[src/rtl/axis_sw_pkg.sv]
// Shared types and helpers for the AXI4-Stream switch: port count, scheduler states,
// and one-hot/index conversion used by the scheduler and the switch datapath.
package axis_sw_pkg;

  localparam int unsigned NUM_IN_DEF = 3;
  localparam int unsigned MAX_PORTS  = 16;
  localparam int unsigned MAX_IDX_W  = $clog2(MAX_PORTS);
  localparam int unsigned IDX_W_DEF  = $clog2(NUM_IN_DEF);

  typedef enum logic {
    IDLE = 1'b0,
    BUSY = 1'b1
  } sched_state_e;

  // Callers zero-extend narrower one-hot vectors; an all-zero input yields index 0.
  function automatic logic [MAX_IDX_W-1:0] onehot_to_idx(input logic [MAX_PORTS-1:0] oh);
    logic [MAX_IDX_W-1:0] idx;
    idx = '0;
    for (int unsigned i = 0; i < MAX_PORTS; i++) begin
      if (oh[i]) idx = idx | MAX_IDX_W'(i);
    end
    return idx;
  endfunction

  function automatic logic [MAX_PORTS-1:0] idx_to_onehot(input logic [MAX_IDX_W-1:0] idx);
    logic [MAX_PORTS-1:0] oh;
    oh      = '0;
    oh[idx] = 1'b1;
    return oh;
  endfunction

endpackage

[src/rtl/axis_rr_pick.sv]
// Combinational rotate-priority picker: first eligible port after rr_ptr_i,
// wrapping modulo N, with rr_ptr_i itself searched last.
module axis_rr_pick
  import axis_sw_pkg::*;
#(
  parameter int unsigned N  = NUM_IN_DEF,
  localparam int unsigned IW = $clog2(N)
) (
  input  logic [N-1:0]  elig_i,
  input  logic [IW-1:0] rr_ptr_i,
  output logic [N-1:0]  pick_oh_o,
  output logic [IW-1:0] pick_idx_o,
  output logic          any_o
);

  always_comb begin
    logic [IW:0]   sum;
    logic [IW-1:0] cand;
    logic          found;
    found      = 1'b0;
    pick_idx_o = '0;
    sum        = '0;
    cand       = '0;
    for (int unsigned off = 1; off <= N; off++) begin
      // Sum stays below 2*N, so a single conditional subtract implements the modulo.
      sum = {1'b0, rr_ptr_i} + (IW+1)'(off);
      if (sum >= (IW+1)'(N)) sum = sum - (IW+1)'(N);
      cand = sum[IW-1:0];
      if (!found && elig_i[cand]) begin
        found      = 1'b1;
        pick_idx_o = cand;
      end
    end
    any_o     = found;
    pick_oh_o = found ? N'(idx_to_onehot(MAX_IDX_W'(pick_idx_o))) : '0;
  end

endmodule

[src/rtl/axis_wrr_sched.sv]
// Weighted round-robin packet scheduler: holds a registered one-hot grant for whole
// packets, up to a per-port number of consecutive packets, with a beat watchdog.
module axis_wrr_sched
  import axis_sw_pkg::*;
#(
  parameter int unsigned NUM_IN    = NUM_IN_DEF,
  parameter int unsigned WEIGHT_W  = 4,
  parameter int unsigned MAX_BEATS = 256,
  localparam int unsigned IDX_W    = $clog2(NUM_IN),
  localparam int unsigned BEAT_W   = $clog2(MAX_BEATS + 1)
) (
  input  logic                         clk,
  input  logic                         rst,
  input  logic [NUM_IN-1:0]            req_valid_i,
  input  logic [NUM_IN-1:0]            req_mask_i,
  input  logic [NUM_IN*WEIGHT_W-1:0]   weight_i,
  input  logic                         beat_fire_i,
  input  logic                         beat_last_i,
  output logic [NUM_IN-1:0]            grant_o,
  output logic [IDX_W-1:0]             grant_idx_o,
  output logic                         grant_active_o,
  output logic                         err_o
);

  sched_state_e          state_q, state_d;
  logic [NUM_IN-1:0]     grant_q, grant_d;
  logic [IDX_W-1:0]      idx_q, idx_d;
  logic [IDX_W-1:0]      rr_ptr_q, rr_ptr_d;
  logic [WEIGHT_W-1:0]   credit_q, credit_d;
  logic [BEAT_W-1:0]     beat_cnt_q, beat_cnt_d;
  logic                  err_q, err_d;

  logic [NUM_IN-1:0]     eligible;
  logic [NUM_IN-1:0]     pick_elig;
  logic [NUM_IN-1:0]     pick_oh;
  logic [IDX_W-1:0]      pick_idx;
  logic                  pick_any;
  logic [WEIGHT_W-1:0]   pick_weight;
  logic [WEIGHT_W-1:0]   pick_credit;
  logic                  cur_elig;
  logic                  wd_hit;

  assign eligible = req_valid_i & ~req_mask_i;
  assign cur_elig = |(eligible & grant_q);

  // A last beat on the watchdog beat is a normal end of packet, so TLAST masks the hit.
  assign wd_hit = (state_q == BUSY) && beat_fire_i && !beat_last_i &&
                  (beat_cnt_q == BEAT_W'(MAX_BEATS - 1));

  assign pick_elig = wd_hit ? (eligible & ~grant_q) : eligible;

  axis_rr_pick #(
    .N (NUM_IN)
  ) u_pick (
    .elig_i     (pick_elig),
    .rr_ptr_i   (rr_ptr_q),
    .pick_oh_o  (pick_oh),
    .pick_idx_o (pick_idx),
    .any_o      (pick_any)
  );

  always_comb begin
    pick_weight = '0;
    for (int unsigned i = 0; i < NUM_IN; i++) begin
      if (pick_idx == IDX_W'(i)) pick_weight = weight_i[i*WEIGHT_W +: WEIGHT_W];
    end
    pick_credit = (pick_weight == '0) ? '0 : pick_weight - WEIGHT_W'(1);
  end

  always_comb begin
    state_d    = state_q;
    grant_d    = grant_q;
    idx_d      = idx_q;
    rr_ptr_d   = rr_ptr_q;
    credit_d   = credit_q;
    beat_cnt_d = beat_cnt_q;
    err_d      = 1'b0;
    case (state_q)
      IDLE: begin
        if (beat_fire_i) err_d = 1'b1;
        if (pick_any) begin
          state_d    = BUSY;
          grant_d    = pick_oh;
          idx_d      = pick_idx;
          rr_ptr_d   = pick_idx;
          credit_d   = pick_credit;
          beat_cnt_d = '0;
        end
      end
      BUSY: begin
        if (beat_fire_i) begin
          if (beat_last_i || wd_hit) begin
            beat_cnt_d = '0;
            err_d      = wd_hit;
            if (!wd_hit && (credit_q != '0) && cur_elig) begin
              credit_d = credit_q - WEIGHT_W'(1);
            end else if (pick_any) begin
              grant_d  = pick_oh;
              idx_d    = pick_idx;
              rr_ptr_d = pick_idx;
              credit_d = pick_credit;
            end else begin
              state_d  = IDLE;
              grant_d  = '0;
              credit_d = '0;
            end
          end else begin
            beat_cnt_d = beat_cnt_q + BEAT_W'(1);
          end
        end
      end
    endcase
  end

  always_ff @(posedge clk or posedge rst) begin
    if (rst) begin
      state_q    <= IDLE;
      grant_q    <= '0;
      idx_q      <= '0;
      rr_ptr_q   <= IDX_W'(NUM_IN - 1);
      credit_q   <= '0;
      beat_cnt_q <= '0;
      err_q      <= 1'b0;
    end else begin
      state_q    <= state_d;
      grant_q    <= grant_d;
      idx_q      <= idx_d;
      rr_ptr_q   <= rr_ptr_d;
      credit_q   <= credit_d;
      beat_cnt_q <= beat_cnt_d;
      err_q      <= err_d;
    end
  end

  assign grant_o        = grant_q;
  assign grant_idx_o    = idx_q;
  assign grant_active_o = |grant_q;
  assign err_o          = err_q;

endmodule

[config.mk]
export PLATFORM = sky130hd
export DESIGN_NAME = axis_wrr_sched
export DESIGN_NICKNAME = d
export VERILOG_FILES = /design/src/rtl/axis_sw_pkg.sv /design/src/rtl/axis_rr_pick.sv /design/src/rtl/axis_wrr_sched.sv
export SDC_FILE = /design/constraint.sdc
export NUM_CORES = 1
export LEC_CHECK = 0
export BUFFER_PORTS_ARGS = -buffer_cell sky130_fd_sc_hd__buf_2
export CORE_MARGIN = 3
export CORE_UTILIZATION = 55
export CTS_CLUSTER_DIAMETER = 100
export DETAILED_ROUTE_END_ITERATION = 8
export PLACE_DENSITY = 0.78
export SETUP_SLACK_MARGIN = 0.05
export SLEW_MARGIN = 20
export SYNTH_ARGS = -nofsm -noshare
export SYNTH_HDL_FRONTEND = slang
export SYNTH_SLANG_ARGS = --single-unit
[constraint.sdc]
create_clock -name clk -period 3.8 [get_ports clk]
set_input_delay 1.14 -clock clk [delete_from_list [all_inputs] [get_ports clk]]
set_output_delay 1.14 -clock clk [all_outputs]
set_load 0.05 [all_outputs]
==> metrics.md, run 1 <==
| Metric | Value |
|---|---|
| R2r endpoint | credit_q[2] |
| IO buf count | 28 |
| Crit-path max FO | 8 |
| Reg2reg start | beat_cnt_q[0] |
| IO Count | 29 |
| Top sig layer | met4 |
| Initial DRC count | 112 |
| Worst slew margin | 45.1% |
| Horiz. Die Dim | 59.6 µm |
| Final-stage net count | approximately 250 |
| Syn_area_per_cell | 8.54 µm² |
| Synth Area in XOR/XNOR | 0% |
| Die Area | 3550 µm² |
| DP HPWL | 2850 µm |
| Met3 routed WL | ~180 µm |
| Status | finished clean |
| Post-synthesis cell count | approximately 190 |
| Via count | about 1500 |
| Critical path launch point | beat_cnt_q[0] |
| Worst Skew | between 0.01 and 0.015 ns |
| Clock transition at path regs | 0.14 ns |
| Critical Path, Cell by Cell | ha_2 -> and3_4 -> and3_4 -> and3_1 -> ha_2 -> nand4b_1 -> o21ai_1 -> o2bb2a_2 -> nand4_1 -> and2_2 -> o221a_1 -> or4b_1 -> o211ai_1 |
| Root Driver | clkbuf_4 |
| Clk Latency, worst-skew pair | between 0.3 and 0.4 ns |
| Drt first pass iters | 4 |
| Seq/Total Area, Yosys | 33.3% |
| Final Max Tran Viols | 0 |
| CP endpoint | credit_q[2] |
| Wire length on met1 | 1760 µm |
| P&R area growth vs syn | 16.7% |
| ANT nets after route | 0 |
| Hold Crit Start | beat_cnt_q[8] |
| Top FF cell, synth | dfrtp_1 |
| Fin crit share | between 90 and 100% |
| Max Cap Viol | 0 |
| Site Rows | 18 |
| Fin crit period | about 3.6 ns |
| Compound-Gate Fraction of Synth Area | between 30% and 40% |
| HP Class | reg -> reg |
| Synthesized-area fraction occupied by adder cells | 4.75% |
| Yosys warning total | 0 |
| Gpl congestion | 0.989 |
| Inserted Diodes | 0 |
| Max Freq | 278 MHz |
| Post-synthesis cell type count | 52 |
| GRT Resource Usage Total | between 20% and 30% |
| RSZ-0062 raised after global routing | false |
| Largest net degree at the start of global routing | 22 |
| Overflow after GRT | 0 |
| Remaining DRCs | 0 |
| H-tree levels | 1 |
| CTS hold repair buffers | 0 |
| Total Wirelength | 3900 µm |
| Post-synth EDFFs | 0 |
| Initial antenna violation count | 0 |
| Pin slew with the least headroom to its limit | 0.822 ns |
| Worst Path Required | between 4 and 5 ns |
| Arrival time at the worst endpoint | around 3.8 ns |
| Initial Utilization | just over 60% |
| P per Cell Area | 750 nW/µm² |
| CTS Buf Count | 3 |
| Via/cell ratio | about 6.2 |
| Synthesized area | roughly 1600 µm² |
| Worst vdd ir | 0.743 mV |
| Slowest-stage cell, CP | or4b_1 |
| Fin cells | ~250 |
| Mux contribution to synthesized area | 0% |
| Flops & latches, synth | 21 |
| Die Span Y | 59.6 µm |
| Layout cells sized above 1 | between 30% and 40% |
| Post-Place Cells | roughly 240 |
| P_leak | about 0.00084 µW |
| Slowest Stage Delay on Critical Path | between 0.5 and 0.6 ns |
| Vias in the first global route | 1402 |
| Wire length on met2 | 1930 µm |
| CTS Sinks | 21 |
| Final number of hold-violating endpoints | 0 |
| Simple-Gate Fraction of Synth Area | 24.6% |
| CP Capture Type | flop |
| First-pass GRT wire length | between 6000 and 7000 µm |
| Core area | roughly 2600 µm² |
| Setup_tns | 0 ns |
| Reg2reg path depth | 13 |
| Worst setup SP type | flop |
| Most frequent cells in the layout | buf_2 (28), o21ai_0 (24), nand2_1 (21) |
| Flop-to-flop setup slack | between 0.2 and 0.25 ns |
| Ys async rst share | 100% |
| Final setup vio count | 0 |
| Crit Path Class | reg -> reg |
| Fillers | between 200 and 250 |
| Commonest non-fill, non-tap cell in the layout | buf_2 |
| Clock Path Buffers | 2 |
| Hold depth | 2 |
| Largest family of logic cells by synthesized area | compound AO/OA/AOI/OAI gates |
| Routed len/inst | 15.6 µm |
| Syn nets | 213 |
| CTS tree | done |
-- sequential cells by signal, summed over array words and instances, names as in the netlist --
| signal | flops |
|---|---|
| grant_o | 3 |
| state_q | 1 |
| credit_q | 4 |
| rr_ptr_q | 2 |
| grant_idx_o | 1 |
| beat_cnt_q | 9 |
| err_o | 1 |
-- how the worst min path moves through the flow --
| stage | to |
|---|---|
| 6_report | beat_cnt_q[8] |
| 5_1_grt | beat_cnt_q[8] |
| 4_1_cts | beat_cnt_q[8] |
| 3_5_place_dp | beat_cnt_q[8] |
| 3_3_place_gp | beat_cnt_q[8] |
| 2_1_floorplan | beat_cnt_q[8] |
-- synth_stat cells, drive strengths merged, types with 4 or more instances --
cell type | n | share of area (%)
inv | 14 | 3.3
o211ai | 6 | 2.9
dfrtp | 20 | 32
ha | 6 | 4.8
nand2b | 8 | 3.2
nor2 | 11 | 2.6
and3 | 6 | 2.5
o21ai | 25 | 7.9
and2 | 5 | 2.1
o221a | 4 | 2.9
or2 | 4 | 1.6
nand2 | 21 | 5.0
a21boi | 4 | 2.6
a21oi | 5 | 1.8
-- per-stage QoR --
step           power, µW  instance area, µm²  utilization, %  setup WS, ns  hold slack [ns]
3_5_place_dp        1210                1750            67.0         0.197            0.479
4_1_cts             1330                1780            68.2         0.148            0.514
5_1_grt             1500                1840            70.6        0.0221            0.555
6_report            1380                1840            70.6         0.205            0.511
2_1_floorplan       1030                1580               -         0.345            0.449
3_3_place_gp        1190                1750            67.0         0.299            0.475
-- metal layers --
| layer | up-vias | GRT usage (%) |
|---|---|---|
| li1 | 753 | - |
| met1 | 750 | 30.7 |
| met2 | 42 | 37.6 |
| met3 | 4 | 3.05 |
| met4 | 0 | 7.28 |
| met5 | - | 0 |
-- cells by family after synthesis --
family,after synthesis
simple gates,72
compound gates,67
flops,21
buf+inv,19
fa+ha+maj,6
-- power by group --
group	internal, µW	switching (µW)	leakage [µW]
sequential	295	83.6	0.000272
clock	40.3	77.5	0.0000139
combinational	331	556	0.000558
total	666	717	0.000844
-- timing repair --
action | CTS | global route
setup buffers | 0 | 4
hold endpoints to repair | 0 | 0
endpoints found under the setup margin | 0 | 3
resized for setup | 0 | 8
-- worst max-delay path, delay by kind of cell (launching register included) --
family	cells	cell delay, ns
adders and majority gates	2	0.41
and+or+nand+nor	7	1.68
DFF	1	0.40
AOI/OAI and AO/OA	4	1.02
-- layout make-up --
| type | count | area (µm²) | share of cell area (%) |
|---|---|---|---|
| flip-flops and latches | 21 | 527 | 28.6 |
| clock buffers | 3 | 22.5 | 1.22 |
| well taps | 30 | 37.5 | 2.04 |
| clock inverters | 1 | 7.51 | 0.407 |
| inverters | 14 | 52.6 | 2.85 |
| multi-input cells | 145 | 1000 | 54.3 |
| repair buffers | 35 | 196 | 10.7 |
Note: power is estimated with default switching activity, not from simulation.
==> run 2: changes to the inputs <==
ABC_AREA = 1   (was not set)
PLACE_DENSITY = 0.77   (was 0.78)
==> run 2 against run 1 <==
Largest power group unchanged. Clock skew decreased by 0.0074 ns. Register-to-register slack better by 0.77 ns. Final cell count grew 28%. Clock power shrank 3%. Synthesized cell count increased by 34%. Largest cell class unchanged. Utilization fell by 6.1 points. Via count increased by 3.1%. Die area rose by 12%. Wire length shrank 5.6%.
==> metrics.md, run 2 <==
| Metric | Value |
|---|---|
| Status | finished clean (unchanged) |
| Die Span Y | 63.1 µm (was 59.6 µm) |
| Most frequent cells in the layout | nand2_1 (46), inv_1 (42), buf_2 (28) (was buf_2 (28), o21ai_0 (24), nand2_1 (21)) |
| GRT Resource Usage Total | 20.2% (was 22.8%) |
| Commonest cells in the synthesized netlist | nand2_1 (46), inv_1 (42), nand3_1 (26) (was o21ai_0 (24), nand2_1 (21), dfrtp_1 (20)) |
| Layout cells sized above 1 | 27.3% (was 30.6%) |
| Root Driver | clkbuf_4 (unchanged) |
| CTS Sinks | 21 (unchanged) |
| Drt first pass iters | 4 (unchanged) |
| Power share of the combinational group | 72.8% (was 64.1%) |
| Gpl congestion | 0.937 (was 0.989) |
| Routed len/inst | 11.5 µm (was 15.6 µm) |
| Final worst slack | 0.978 ns (was 0.205 ns) |
| Clk Latency, worst-skew pair | 0.32 ns (about the same) |
| Clock transition at path regs | 0.12 ns (was 0.14 ns) |
| Remaining DRCs | 0 (unchanged) |
| Core area | 3080 µm² (was 2610 µm²) |
| DP HPWL | 3020 µm (was 2850 µm) |
| Yosys warning total | 0 (unchanged) |
| Initial DRC count | 54 (was 112) |
| Overflow after GRT | 0 (unchanged) |
| Post-synthesis cell type count | 38 (was 52) |
| Pre-CTS setup slack | 0.716 ns (was 0.197 ns) |
| Largest net degree at the start of global routing | 22 (unchanged) |
| Top FF cell, synth | dfrtp_1 (unchanged) |
| # Post-CTS Setup Buffers | 0 (unchanged) |
| CTS tree | done (unchanged) |
| Count leader, synth | nand2_1 (was o21ai_0) |
| Flop-to-flop setup slack | 0.98 ns (was 0.20 ns) |
| Worst Path Required | 4.06 ns (was 4.04 ns) |
| HP Class | reg -> reg (unchanged) |
| Site Rows | 20 (was 18) |
| Worst vdd ir | 0.591 mV (was 0.743 mV) |
| Horiz. Die Dim | 63.1 µm (was 59.6 µm) |
| Leading area contributor after synthesis | dfrtp_1 (unchanged) |
| Switching share of power | 57.5% (was 51.8%) |
| Initial Utilization | 58.3% (was 60.5%) |
| ANT nets after route | 0 (unchanged) |
| Worst slew margin | 46.9% (was 45.1%) |
| Hold Crit Start | grant_idx_o[1] (was beat_cnt_q[8]) |
| Internal Power | 716 µW (was 666 µW) |
| Reg2reg start | beat_cnt_q[0] (unchanged) |
| Post-Place Cells | 315 (was 241) |
| IO buf count | 28 (unchanged) |
| Pin slew with the least headroom to its limit | 0.796 ns (was 0.822 ns) |
| P&R area growth vs syn | 10.7% (was 16.7%) |
| Flops & latches, synth | 21 (unchanged) |
| Vias in the first global route | 1449 (was 1402) |
| Post-synth EDFFs | 0 (unchanged) |
| Clock power share | 6.7% (was 8.5%) |
| CTS hold repair buffers | 0 (unchanged) |
| Max Cap Viol | 0 (unchanged) |
| Initial antenna violation count | 0 (unchanged) |
| CP Capture Type | flop (unchanged) |
| Commonest non-fill, non-tap cell in the layout | nand2_1 (was buf_2) |
| Worst Skew | 0.00716 ns (was 0.0145 ns) |
| Via count | 1597 (was 1549) |
| H-tree levels | 1 (unchanged) |
| Fin crit period | 2.82 ns (was 3.60 ns) |
| Syn_area_per_cell | 7.26 µm² (was 8.54 µm²) |
| Inserted Diodes | 0 (unchanged) |
| Max reg flops | 9 (unchanged) |
| Final setup vio count | 0 (unchanged) |
| Psw | 968 µW (was 717 µW) |
| Yosys top cell area share | 27.9% (was 31.7%) |
| Max Freq | 354 MHz (was 278 MHz) |
| Synthesized area | 1790 µm² (was 1580 µm²) |
| Seq/Total Area, Yosys | 29.4% (was 33.3%) |
| P_leak | 0.00102 µW (was 0.000844 µW) |
| First-pass GRT wire length | 6520 µm (was 6200 µm) |
| Area after DPL | 1960 µm² (was 1750 µm²) |
| Crit Path Class | reg -> reg (unchanged) |
| Final Max Tran Viols | 0 (unchanged) |
| Setup_tns | 0 ns (unchanged) |
| Total Wirelength | 3680 µm (was 3900 µm) |
| P per Cell Area | 849 nW/µm² (was 750 nW/µm²) |
| Fin cells | 319 (was 249) |
| Synth area leaders | dfrtp_1 (28%), nand2_1 (9.6%), inv_1 (8.8%) (was dfrtp_1 (32%), o21ai_0 (7.6%), nand2_1 (5.0%)) |
| Fin crit share | 74.3% (was 94.6%) |
| Crit-path max FO | 13 (was 8) |
| Critical path launch point | beat_cnt_q[0] (unchanged) |
| Finished Cell Area | 1980 µm² (was 1840 µm²) |
| Arrival time at the worst endpoint | 3.08 ns (was 3.83 ns) |
| Via/cell ratio | 5.01 (was 6.22) |
| Reg power frac | 20.4% (was 27.4%) |
| Final number of hold-violating endpoints | 0 (unchanged) |
| Worst setup SP type | flop (unchanged) |
| Count of cells resized by post-cts repair | 0 (unchanged) |
| Post-synthesis cell count | 247 (was 185) |
| CTS Buf Count | 3 (unchanged) |
| Syn nets | 275 (was 213) |
| Clock Path Buffers | 2 (unchanged) |
| Largest Register | beat_cnt_q (unchanged) |
| Die Area | 3980 µm² (was 3550 µm²) |
| RSZ-0062 raised after global routing | false (unchanged) |
| Ys async rst share | 100% (unchanged) |
| IO Count | 29 (unchanged) |
| Final-stage net count | 304 (was 248) |
run 2: changes by cell type in the layout (fill, tap and decap cells not counted), sizes merged, moves of 7 or more:
cell	before	now
nand2b	8	0
nor2	11	28
inv	14	45
o21ai	25	16
nand3	3	35
nand2	21	59
buf	35	28
run 2: worst paths after layout:
| path | cells after the start | endpoint |
|---|---|---|
| max in group asynchronous | 2 | grant_o[1] |
| min | 2 | grant_idx_o[1] |
| max | 20 | credit_q[1] |
| min in group asynchronous | 2 | err_o |
| min reg2reg | 2 | grant_idx_o[1] |
| max reg2reg | 20 | credit_q[1] |
run 2: power groups by stage:
stage / sequential [µW] / clock (µW) / combinational (µW)
after CTS: 345 / 120 / 1230
final: 344 / 114 / 1230
after global placement: 348 / 0 / 1200
after detailed placement: 349 / 0 / 1220
after floorplan: 399 / 0 / 981
after global routing: 354 / 128 / 1380
run 2: layer usage:
metal / track usage (%) / wire, µm
met5: 0 / 0
met4: 4.96 / 18
met3: 3.57 / 147
met2: 31.8 / 1680
met1: 28.6 / 1830
run 2: final cells by class:
type / instances / area [µm²]
Fill cell: 299 / 1090
Multi-Input combinational cell: 177 / 1060
Sequential cell: 21 / 527
Inverter: 45 / 171
Timing Repair Buffer: 28 / 140
Tap cell: 44 / 55.1
Clock buffer: 3 / 22.5
Clock inverter: 1 / 5.00
run 2: kinds of logic (layout without fill, tap and decap cells):
family                   Yosys count  in the layout  synth area share, %
AND/OR/NAND/NOR                  134            134                 42.8
buffers and inverters             49             77                 11.3
AO/OA/AOI/OAI                     35             35                 11.3
flip-flops                        21             21                 29.4
adder cells (fa/ha/maj)            6              6                 4.19
XOR/XNOR                           2              2                0.977
run 2: worst max-delay path: stages, from the launching register on:
cell,delay (ns)
dfrtp_1,0.37
ha_1,0.22
nand3_1,0.09
nor2_1,0.14
ha_1,0.16
inv_1,0.06
nor2_4,0.15
nand3_2,0.13
nand3_2,0.10
nand2_1,0.11
nand2_4,0.13
nand2_2,0.07
nor2_4,0.11
inv_2,0.05
nand2_1,0.06
nand2_2,0.15
o21ai_2,0.25
inv_1,0.12
o31ai_1,0.09
a21oi_1,0.07
a21boi_1,0.13
run 2: stage by stage:
stage | util (%) | power (µW) | hold slack (ns)
after floorplan | - | 1380 | 0.508
after global routing | 64.5 | 1860 | 0.533
final | 64.5 | 1680 | 0.495
after CTS | 64.5 | 1690 | 0.500
after global placement | 63.6 | 1550 | 0.463
after detailed placement | 63.6 | 1570 | 0.470
